`src/rtl/systolic_pkg.sv`:
```
// Shared definitions for the systolic array feeder: FSM state encoding
// and the drain length used to flush the diagonal skew.
package systolic_pkg;

   typedef enum logic [2:0] {
      IDLE   = 3'd0,
      LOAD   = 3'd1,
      STREAM = 3'd2,
      DRAIN  = 3'd3,
      DONE   = 3'd4
   } state_t;

   // Zero rows needed after the last activation row so the deepest lane
   // has emptied and the array has seen the full wavefront (2N-1).
   function automatic int drain_len(input int n);
      return 2 * n - 1;
   endfunction

endpackage

```
`src/rtl/skew_delay_line.sv`:
```
// Fixed-depth shift register with asynchronous active-low clear.
// One instance per array lane produces the diagonal skew.
module skew_delay_line #(
   parameter int DEPTH = 1,
   parameter int WIDTH = 8
) (
   input  logic             clk,
   input  logic             reset_n,
   input  logic [WIDTH-1:0] d,
   output logic [WIDTH-1:0] q
);

   logic [WIDTH-1:0] stage [DEPTH];

   // Shift one stage per clock; reset empties the whole line.
   always_ff @(posedge clk or negedge reset_n) begin
      if (!reset_n) begin
         for (int s = 0; s < DEPTH; s++) begin
            stage[s] <= '0;
         end
      end else begin
         stage[0] <= d;
         for (int s = 1; s < DEPTH; s++) begin
            stage[s] <= stage[s-1];
         end
      end
   end

   assign q = stage[DEPTH-1];

endmodule

```
`src/rtl/systolic_feeder.sv`:
```
// Systolic array feeder: loads N weight rows unskewed with a load strobe,
// then streams activation rows with a one-cycle-per-lane diagonal skew,
// drains 2N-1 zero rows and pulses done.
// Optional feature: define SYSTOLIC_FEEDER_BIAS_EN to add bias_valid /
// bias_data ports and a bias register that seeds sums_in_vector in the
// cycles where a lane carries activation data.
module systolic_feeder
   import systolic_pkg::*;
#(
   parameter int N     = 2,
   parameter int WBITS = 8,
   parameter int ABITS = 16
) (
   input  logic               clk,
   input  logic               reset_n,
   input  logic               in_valid,
   output logic               in_ready,
   input  logic               in_is_weight,
   input  logic               in_last,
   input  logic [WBITS*N-1:0] in_data,
`ifdef SYSTOLIC_FEEDER_BIAS_EN
   input  logic               bias_valid,
   input  logic [ABITS*N-1:0] bias_data,
`endif
   output logic               load,
   output logic [WBITS*N-1:0] weights_in_vector,
   output logic [ABITS*N-1:0] sums_in_vector,
   output logic               done
);

   localparam int DLEN = drain_len(N);
   localparam int WCW  = $clog2(N + 1);
   localparam int DCW  = $clog2(DLEN + 1);

`ifdef SYSTOLIC_FEEDER_BIAS_EN
   // Each lane carries a tag bit marking real activation data so the bias
   // can follow the data through the skew even when the data value is 0.
   localparam int LW = WBITS + 1;
`else
   localparam int LW = WBITS;
`endif

   state_t             state;
   logic               in_ready_reg;
   logic               done_reg;
   logic               load_reg;
   logic [WBITS*N-1:0] wt_reg;
   logic [WCW-1:0]     wcnt_reg;
   logic [DCW-1:0]     dcnt_reg;

   logic accept;
   logic wt_accept;
   logic act_accept;

   assign accept     = in_valid && in_ready_reg;
   assign wt_accept  = accept && ((state == IDLE && in_is_weight) || state == LOAD);
   assign act_accept = accept && ((state == IDLE && !in_is_weight) || state == STREAM);

   // Control FSM; in_ready and done are registered alongside the state.
   always_ff @(posedge clk or negedge reset_n) begin
      if (!reset_n) begin
         state        <= IDLE;
         in_ready_reg <= 1'b0;
         done_reg     <= 1'b0;
         wcnt_reg     <= '0;
         dcnt_reg     <= '0;
      end else begin
         done_reg <= 1'b0;
         case (state)
            IDLE: begin
               in_ready_reg <= 1'b1;
               if (accept) begin
                  if (in_is_weight) begin
                     if (N == 1) begin
                        state <= IDLE;
                     end else begin
                        state    <= LOAD;
                        wcnt_reg <= WCW'(1);
                     end
                  end else if (in_last) begin
                     state        <= DRAIN;
                     in_ready_reg <= 1'b0;
                     dcnt_reg     <= DCW'(DLEN - 1);
                  end else begin
                     state <= STREAM;
                  end
               end
            end
            LOAD: begin
               in_ready_reg <= 1'b1;
               if (accept) begin
                  if (wcnt_reg == WCW'(N - 1)) begin
                     state    <= IDLE;
                     wcnt_reg <= '0;
                  end else begin
                     wcnt_reg <= wcnt_reg + WCW'(1);
                  end
               end
            end
            STREAM: begin
               in_ready_reg <= 1'b1;
               if (accept && in_last) begin
                  state        <= DRAIN;
                  in_ready_reg <= 1'b0;
                  dcnt_reg     <= DCW'(DLEN - 1);
               end
            end
            DRAIN: begin
               in_ready_reg <= 1'b0;
               if (dcnt_reg == '0) begin
                  state    <= DONE;
                  done_reg <= 1'b1;
               end else begin
                  dcnt_reg <= dcnt_reg - DCW'(1);
               end
            end
            DONE: begin
               state        <= IDLE;
               in_ready_reg <= 1'b1;
            end
            default: begin
               state        <= IDLE;
               in_ready_reg <= 1'b0;
            end
         endcase
      end
   end

   // Weight rows bypass the skew and are presented one cycle after acceptance.
   always_ff @(posedge clk or negedge reset_n) begin
      if (!reset_n) begin
         load_reg <= 1'b0;
         wt_reg   <= '0;
      end else begin
         load_reg <= wt_accept;
         wt_reg   <= wt_accept ? in_data : '0;
      end
   end

`ifdef SYSTOLIC_FEEDER_BIAS_EN
   logic [ABITS*N-1:0] bias_reg;

   // Bias is only updated while idle so it stays stable across a stream.
   always_ff @(posedge clk or negedge reset_n) begin
      if (!reset_n) begin
         bias_reg <= '0;
      end else if (state == IDLE && bias_valid) begin
         bias_reg <= bias_data;
      end
   end
`else
   assign sums_in_vector = '0;
`endif

   // Lane i is delayed by i+1 cycles; non-accepted cycles inject zero rows
   // so bubbles keep their spacing through the skew.
   generate
      for (genvar gi = 0; gi < N; gi++) begin : lane_g
         logic [LW-1:0] lane_d;
         logic [LW-1:0] lane_q;

`ifdef SYSTOLIC_FEEDER_BIAS_EN
         assign lane_d = act_accept ? {1'b1, in_data[gi*WBITS +: WBITS]} : '0;
         assign sums_in_vector[gi*ABITS +: ABITS] =
            lane_q[WBITS] ? bias_reg[gi*ABITS +: ABITS] : '0;
`else
         assign lane_d = act_accept ? in_data[gi*WBITS +: WBITS] : '0;
`endif

         skew_delay_line #(
            .DEPTH (gi + 1),
            .WIDTH (LW)
         ) u_skew (
            .clk     (clk),
            .reset_n (reset_n),
            .d       (lane_d),
            .q       (lane_q)
         );

         // The skew is always empty while weights load, so the mux never hides data.
         assign weights_in_vector[gi*WBITS +: WBITS] =
            load_reg ? wt_reg[gi*WBITS +: WBITS] : lane_q[WBITS-1:0];
      end
   endgenerate

   assign in_ready = in_ready_reg;
   assign load     = load_reg;
   assign done     = done_reg;

endmodule
```
`config.mk`:
```
export PLATFORM = sky130hd
export DESIGN_NAME = systolic_feeder
export DESIGN_NICKNAME = d
export VERILOG_FILES = /design/src/rtl/systolic_pkg.sv /design/src/rtl/skew_delay_line.sv /design/src/rtl/systolic_feeder.sv
export SDC_FILE = /design/constraint.sdc
export NUM_CORES = 1
export LEC_CHECK = 0
export ABC_AREA = 1
export ABC_CLOCK_PERIOD_IN_PS = 3000
export CAP_MARGIN = 0
export CORE_AREA = 4 4 76 78
export CTS_BUF_LIST = sky130_fd_sc_hd__clkbuf_16
export CTS_CLUSTER_DIAMETER = 60
export CTS_CLUSTER_SIZE = 40
export DETAILED_ROUTE_END_ITERATION = 8
export DIE_AREA = 0 0 80 82
export PLACE_DENSITY = 0.84
export SETUP_SLACK_MARGIN = 0.2
export SYNTH_ARGS = -nofsm -noshare
export SYNTH_HDL_FRONTEND = slang
export SYNTH_SLANG_ARGS = --single-unit
export TNS_END_PERCENT = 30
```
`constraint.sdc`:
```
create_clock -name clk -period 3 [get_ports clk]
set_input_delay 0.75 -clock clk [delete_from_list [all_inputs] [get_ports clk]]
set_output_delay 0.75 -clock clk [all_outputs]
set_load 0.02 [all_outputs]
```
======== Word-level counts from Yosys, hierarchy flattened ========
Cells that the tools add are included.
word-level totals
  register bits ........................... 50
  bits of input ports ..................... 21
  output and inout port bits .............. 51
operators by class
  add/sub/neg operators ................... 2
  equal/unequal tests ..................... 14
  multiplexer cells ....................... 31
  reduce and logical (&&, ||, !) cells .... 17
operators by type and width
  kind                                                   count
  2-to-1 mux 8 bit                                       4
  2-to-1 mux 2 bit                                       10
  2-to-1 mux 16 bit                                      1
  2-to-1 mux 3 bit                                       5
  inequality test 2 bit, second input constant           7
  one-hot mux 3 bit (4 select lines)                     1
  2-to-1 mux 1 bit                                       7
  == test 3 x 2 -> 1 bit, second input constant          2
  logical AND 1 bit                                      6
  one-hot mux 2 bit (3 select lines)                     1
  AND reduction 6 bit                                    1
  AND reduction 5 bit                                    1
  inequality test 2 x 1 -> 1 bit, second input constant  2
  one-hot mux 2 bit (2 select lines)                     1
  AND reduction 4 bit                                    1
  == test 3 x 1 -> 1 bit, second input constant          1
  == test 3 bit, second input constant                   1
  logical NOT 3 bit                                      1
  one-hot mux 1 bit (3 select lines)                     1
  nonzero test 3 bit                                     1
  adder 2 x 1 -> 2 bit, second input constant            1
  == test 2 x 1 -> 1 bit, second input constant          1
  logical NOT 2 bit                                      1
  logical OR 1 bit                                       2
  other kinds (4)                                        4

======== Logic depth before layout (Yosys ltp) ========
Gate-level depths: netlist (run 1).
  depth in word-level cells ............... 5
  mapped depth ............................ 7
  mapped depth without buffers ............ 7

======== Hierarchy ========
A second synthesis (run 1) with hierarchy kept.
unflattened totals
  cell total of the unflattened synthesis .. 220
  area, all modules ....................... 2361.0 sq um
modules (own cells, without submodules)
  module                               instances  cells an instance  area an instance (sq um)  sequential area each (sq um)
  systolic_feeder                      1          188                1700.4                    650.6
  skew_delay_line at lane_g[1].u_skew  1          24                 460.4                     400.4
  skew_delay_line at lane_g[0].u_skew  1          8                  200.2                     200.2

======== Worst setup path after synthesis (run 1) ========
Ideal clock, no wire load.
  kind .................................... register to output
  from .................................... register load_reg (netlist: load)
  to ...................................... output weights_in_vector[10]
  data arrival time ....................... 1261 ps
  setup slack ............................. 989 ps
  cell stages (with the launch flop) ...... 4
  path buffers ............................ 2
  cells stage by stage .................... dfrtp_1 -> buf_2 -> buf_2 -> mux2_2
on the way
  cells in the longest elaborated chain, start to end .. 1
RTL lines
  what                      RTL line                source
  start: declaration        systolic_feeder.sv:46   logic load_reg;
  start signal: assignment  systolic_feeder.sv:135  load_reg <= wt_accept;
  2-to-1 mux 8 bit          systolic_feeder.sv:182  load_reg ? wt_reg[gi*WBITS +: WBITS] : lane_q[WBITS-1:0];
  end: declaration          systolic_feeder.sv:26   output logic [WBITS*N-1:0] weights_in_vector,
Every way passes these cells.

======== Worst setup path in the final report (run 1) ========
  from .................................... register load_reg (netlist: load)
  to ...................................... output weights_in_vector[8]
Same word-level chain as after synthesis.

==> impl_metrics.tcl, run 1 <==
set metrics [dict create \
    outcome "completed" \
    yosys.area.top_type "dfrtp_1" \
    grt_pass1_vias 1453 \
    rows 26 \
    cts_made_buffers 5 \
    drv_cap 0 \
    ys_warn_count 0 \
    antenna_cells 0 \
    synthTopCellsByArea "dfrtp_1, buf_4, mux2_2" \
    stdcell_area_sq_um 2701 \
    cts_sinks 50 \
    cp_slowest_stage_delay_ns 0.54 \
    place_congestion 0.8169 \
    power.density_nw_per_um2 805.0 \
    final_cells 335 \
    post_cts_resize_count 0 \
    dpl_cell_area_sq_um 2560 \
    cts_setup_buffers 0 \
    yosysSeqAreaShare_pct 56.50 \
    coreArea_sq_um 5075 \
    dr_wl_met2_um 1975 \
    reg2reg_slack_ns 1.62 \
    synth.ff_latch_count 50 \
    place_ws_ns 0.5763 \
    rr_worst_depth 6 \
    cts_hold_buffers 0 \
    drive_gt1_share_pct 12.83 \
    io_buffer_count 39 \
    worst_pin_slew_ns 0.6771 \
    worstSetupStartpointType "register" \
    synthMostInstantiatedCell "dfrtp_1" \
    viasPerCell 4.376 \
    slew_headroom_pct 54.86 \
    internal-power_w 0.001420 \
    start_util_pct 43.64 \
    hold_path_class "reg2reg" \
    cts_tree "yes" \
    tns_ns 0 \
    pwr-share-comb_pct 35.1 \
    path_max_fanout 10 \
    cp.arrival_ns 1.96 \
    path_class "reg2out" \
    fp.dieW_um 80 \
    drt_pass1_iterations 4 \
    regArea_sq_um 1251 \
    n_fill_cell 469 \
    insertion_delay_ns 0.28 \
    die_height_um 82 \
    antenna_found_initial 0 \
    hold_viol_final 0 \
    synth_commonest_cells "dfrtp_1, nor2_1, buf_4" \
    max_freq_mhz 369.4 \
    wl_met1_um 1478 \
    seq_power_share_pct 41.0 \
    dp.final_hpwl_um 2930 \
    syn_area_sq_um 2215 \
    grt-ovfl-total 0 \
    holdPathEnd "lane_g[1].u_skew.q[2]" \
    drc 0 \
    reg2reg_from "state[1]" \
    clockBufferDepth 2 \
    synthCells 220 \
    wl_per_cell_um 11.52 \
    area_growth_pct 21.98 \
    finalCritPeriodShare_pct 90.22 \
    power.switching_w 0.0007541 \
    drv_slew 0 \
    htree_num_levels 2 \
    clk_pin_slew_ns 0.06 \
    ir_drop_v 0.0002867 \
    num_vias 1466 \
    required_ns 2.25 \
    fin_ws_ns 0.2933 \
    period_needed_ns 2.707 \
    synthDominantCellAreaShare_pct 56.50 \
    ios 72 \
    drtIter0Drc 76 \
    fin_nets 286 \
    crit_path_top_delay_cell "clkdlybuf4s50_1" \
    routed_wl_um 3858 \
    wl_met3_um 368 \
    synth_flop_cell "dfrtp_1" \
    multi_input_area_sq_um 696.9 \
    avgSynthCellArea_sq_um 10.07 \
    grt_use_total_pct 12.69 \
    synth_cell_types 23 \
    async_flop_share_pct 100.0 \
    holdCritStartpoint "lane_g[1].u_skew.stage[10]" \
    fin_worst_skew_ns 0.003147 \
    synth_edf_count 0 \
    grt_pass1_wl_um 6327 \
    finalSetupViolations 0 \
    drtAntennaViolNets 0 \
    min_path_cells 0 \
    grt_max_degree 33 \
    switching_share_pct 34.68 \
    rr_endpoint "wcnt_reg[1]" \
    crit_chain "buf_4, mux2_2, clkdlybuf4s50_1" \
    clock_power_share_pct 23.9 \
    hold_ws_ns 0.3477 \
    endpoint_kind "output pin" \
    cts_root_buffer "clkbuf_16" \
    highest_layer "met4" \
    place_inst 327 \
    power.leakage_nw 1.449 \
    rsz0062_at_grt "false" \
    die_area_sq_um 6560 \
]
layout make-up:
class	instances	share of cell area, %
Clock buffer	5	4.632
Tap cell	70	3.242
Inverter	31	4.308
Multi-Input combinational cell	134	25.80
Timing Repair Buffer	42	15.10
Clock inverter	3	0.6021
Sequential cell	50	46.32
layer usage:
metal / vias up / GRT usage, %
met5: - / 0
met4: 0 / 5.068
met3: 2 / 4.386
met2: 71 / 22.02
met1: 696 / 14.34
li1: 697 / -
through the flow:
| stage | total power (W) | util, % |
|---|---|---|
| 3_5_place_dp | 0.001672 | 50.44 |
| 2_1_floorplan | 0.001453 | - |
| 4_1_cts | 0.002203 | 53.23 |
| 6_report | 0.002175 | 53.23 |
| 3_3_place_gp | 0.001637 | 50.44 |
| 5_1_grt | 0.002327 | 53.23 |
critical path, delay by kind of cell (launching register included):
| family | cells | cell delay, ns |
|---|---|---|
| buf+inv | 2 | 0.79 |
| flops | 1 | 0.53 |
| mux | 1 | 0.35 |
how the worst max path moves through the flow:
| stage | end | from | slack, ns | cells after the start |
|---|---|---|---|---|
| 2_1_floorplan | weights_in_vector[10] | load | 0.99 | 3 |
| 3_3_place_gp | weights_in_vector[15] | load | 0.62 | 3 |
| 3_5_place_dp | weights_in_vector[8] | load | 0.58 | 3 |
| 4_1_cts | weights_in_vector[8] | load | 0.27 | 3 |
| 5_1_grt | weights_in_vector[8] | load | 0.20 | 3 |
| 6_report | weights_in_vector[8] | load | 0.29 | 3 |
cell families (layout without fill, tap and decap cells):
logic type / Yosys count / after routing / share of synthesized area (%)
AO/OA/AOI/OAI: 10 / 10 / 2.938
adder cells (fa/ha/maj): 1 / 1 / 0.5649
buffers and inverters: 67 / 81 / 17.29
flip-flops: 50 / 50 / 56.50
multiplexers: 16 / 16 / 8.135
other: 1 / 32 / 0.1693
AND/OR/NAND/NOR: 75 / 75 / 14.41
cell usage in the layout, fill, tap and decap left out, drive strengths merged:
cell type / n
conb: 32
nand4: 1
mux2: 16
nor3: 1
o21bai: 2
o21ai: 3
a21oi: 3
nand3: 11
nand2: 15
nor2: 47
clkinvlp: 1
clkdlybuf4s50: 38
clkbuf: 5
a31oi: 2
ha: 1
dfrtp: 50
inv: 31
buf: 4
clkinv: 2
power groups by stage:
stage / registers (W) / logic (W) / clock network [W]
floorplan: 0.000891 / 0.000562 / 0
global placement: 0.000893 / 0.000745 / 0
detailed placement: 0.000905 / 0.000767 / 0
CTS: 0.000892 / 0.000770 / 0.000541
global route: 0.000908 / 0.000850 / 0.000568
finish: 0.000891 / 0.000763 / 0.000520
No activity file was read; power rests on OpenSTA's default activity.
==> inputs of run 2 (changes only) <==
- GPL_ROUTABILITY_DRIVEN: default -> 0
==> results of run 2 <==
The final DEF is identical to that of run 1; final timing and power are the same.
==> inputs of run 3 (changes only) <==
- CTS_CLUSTER_SIZE: 40 -> 8
==> results of run 3 <==
The final DEF is identical to that of run 1; final timing and power are the same.
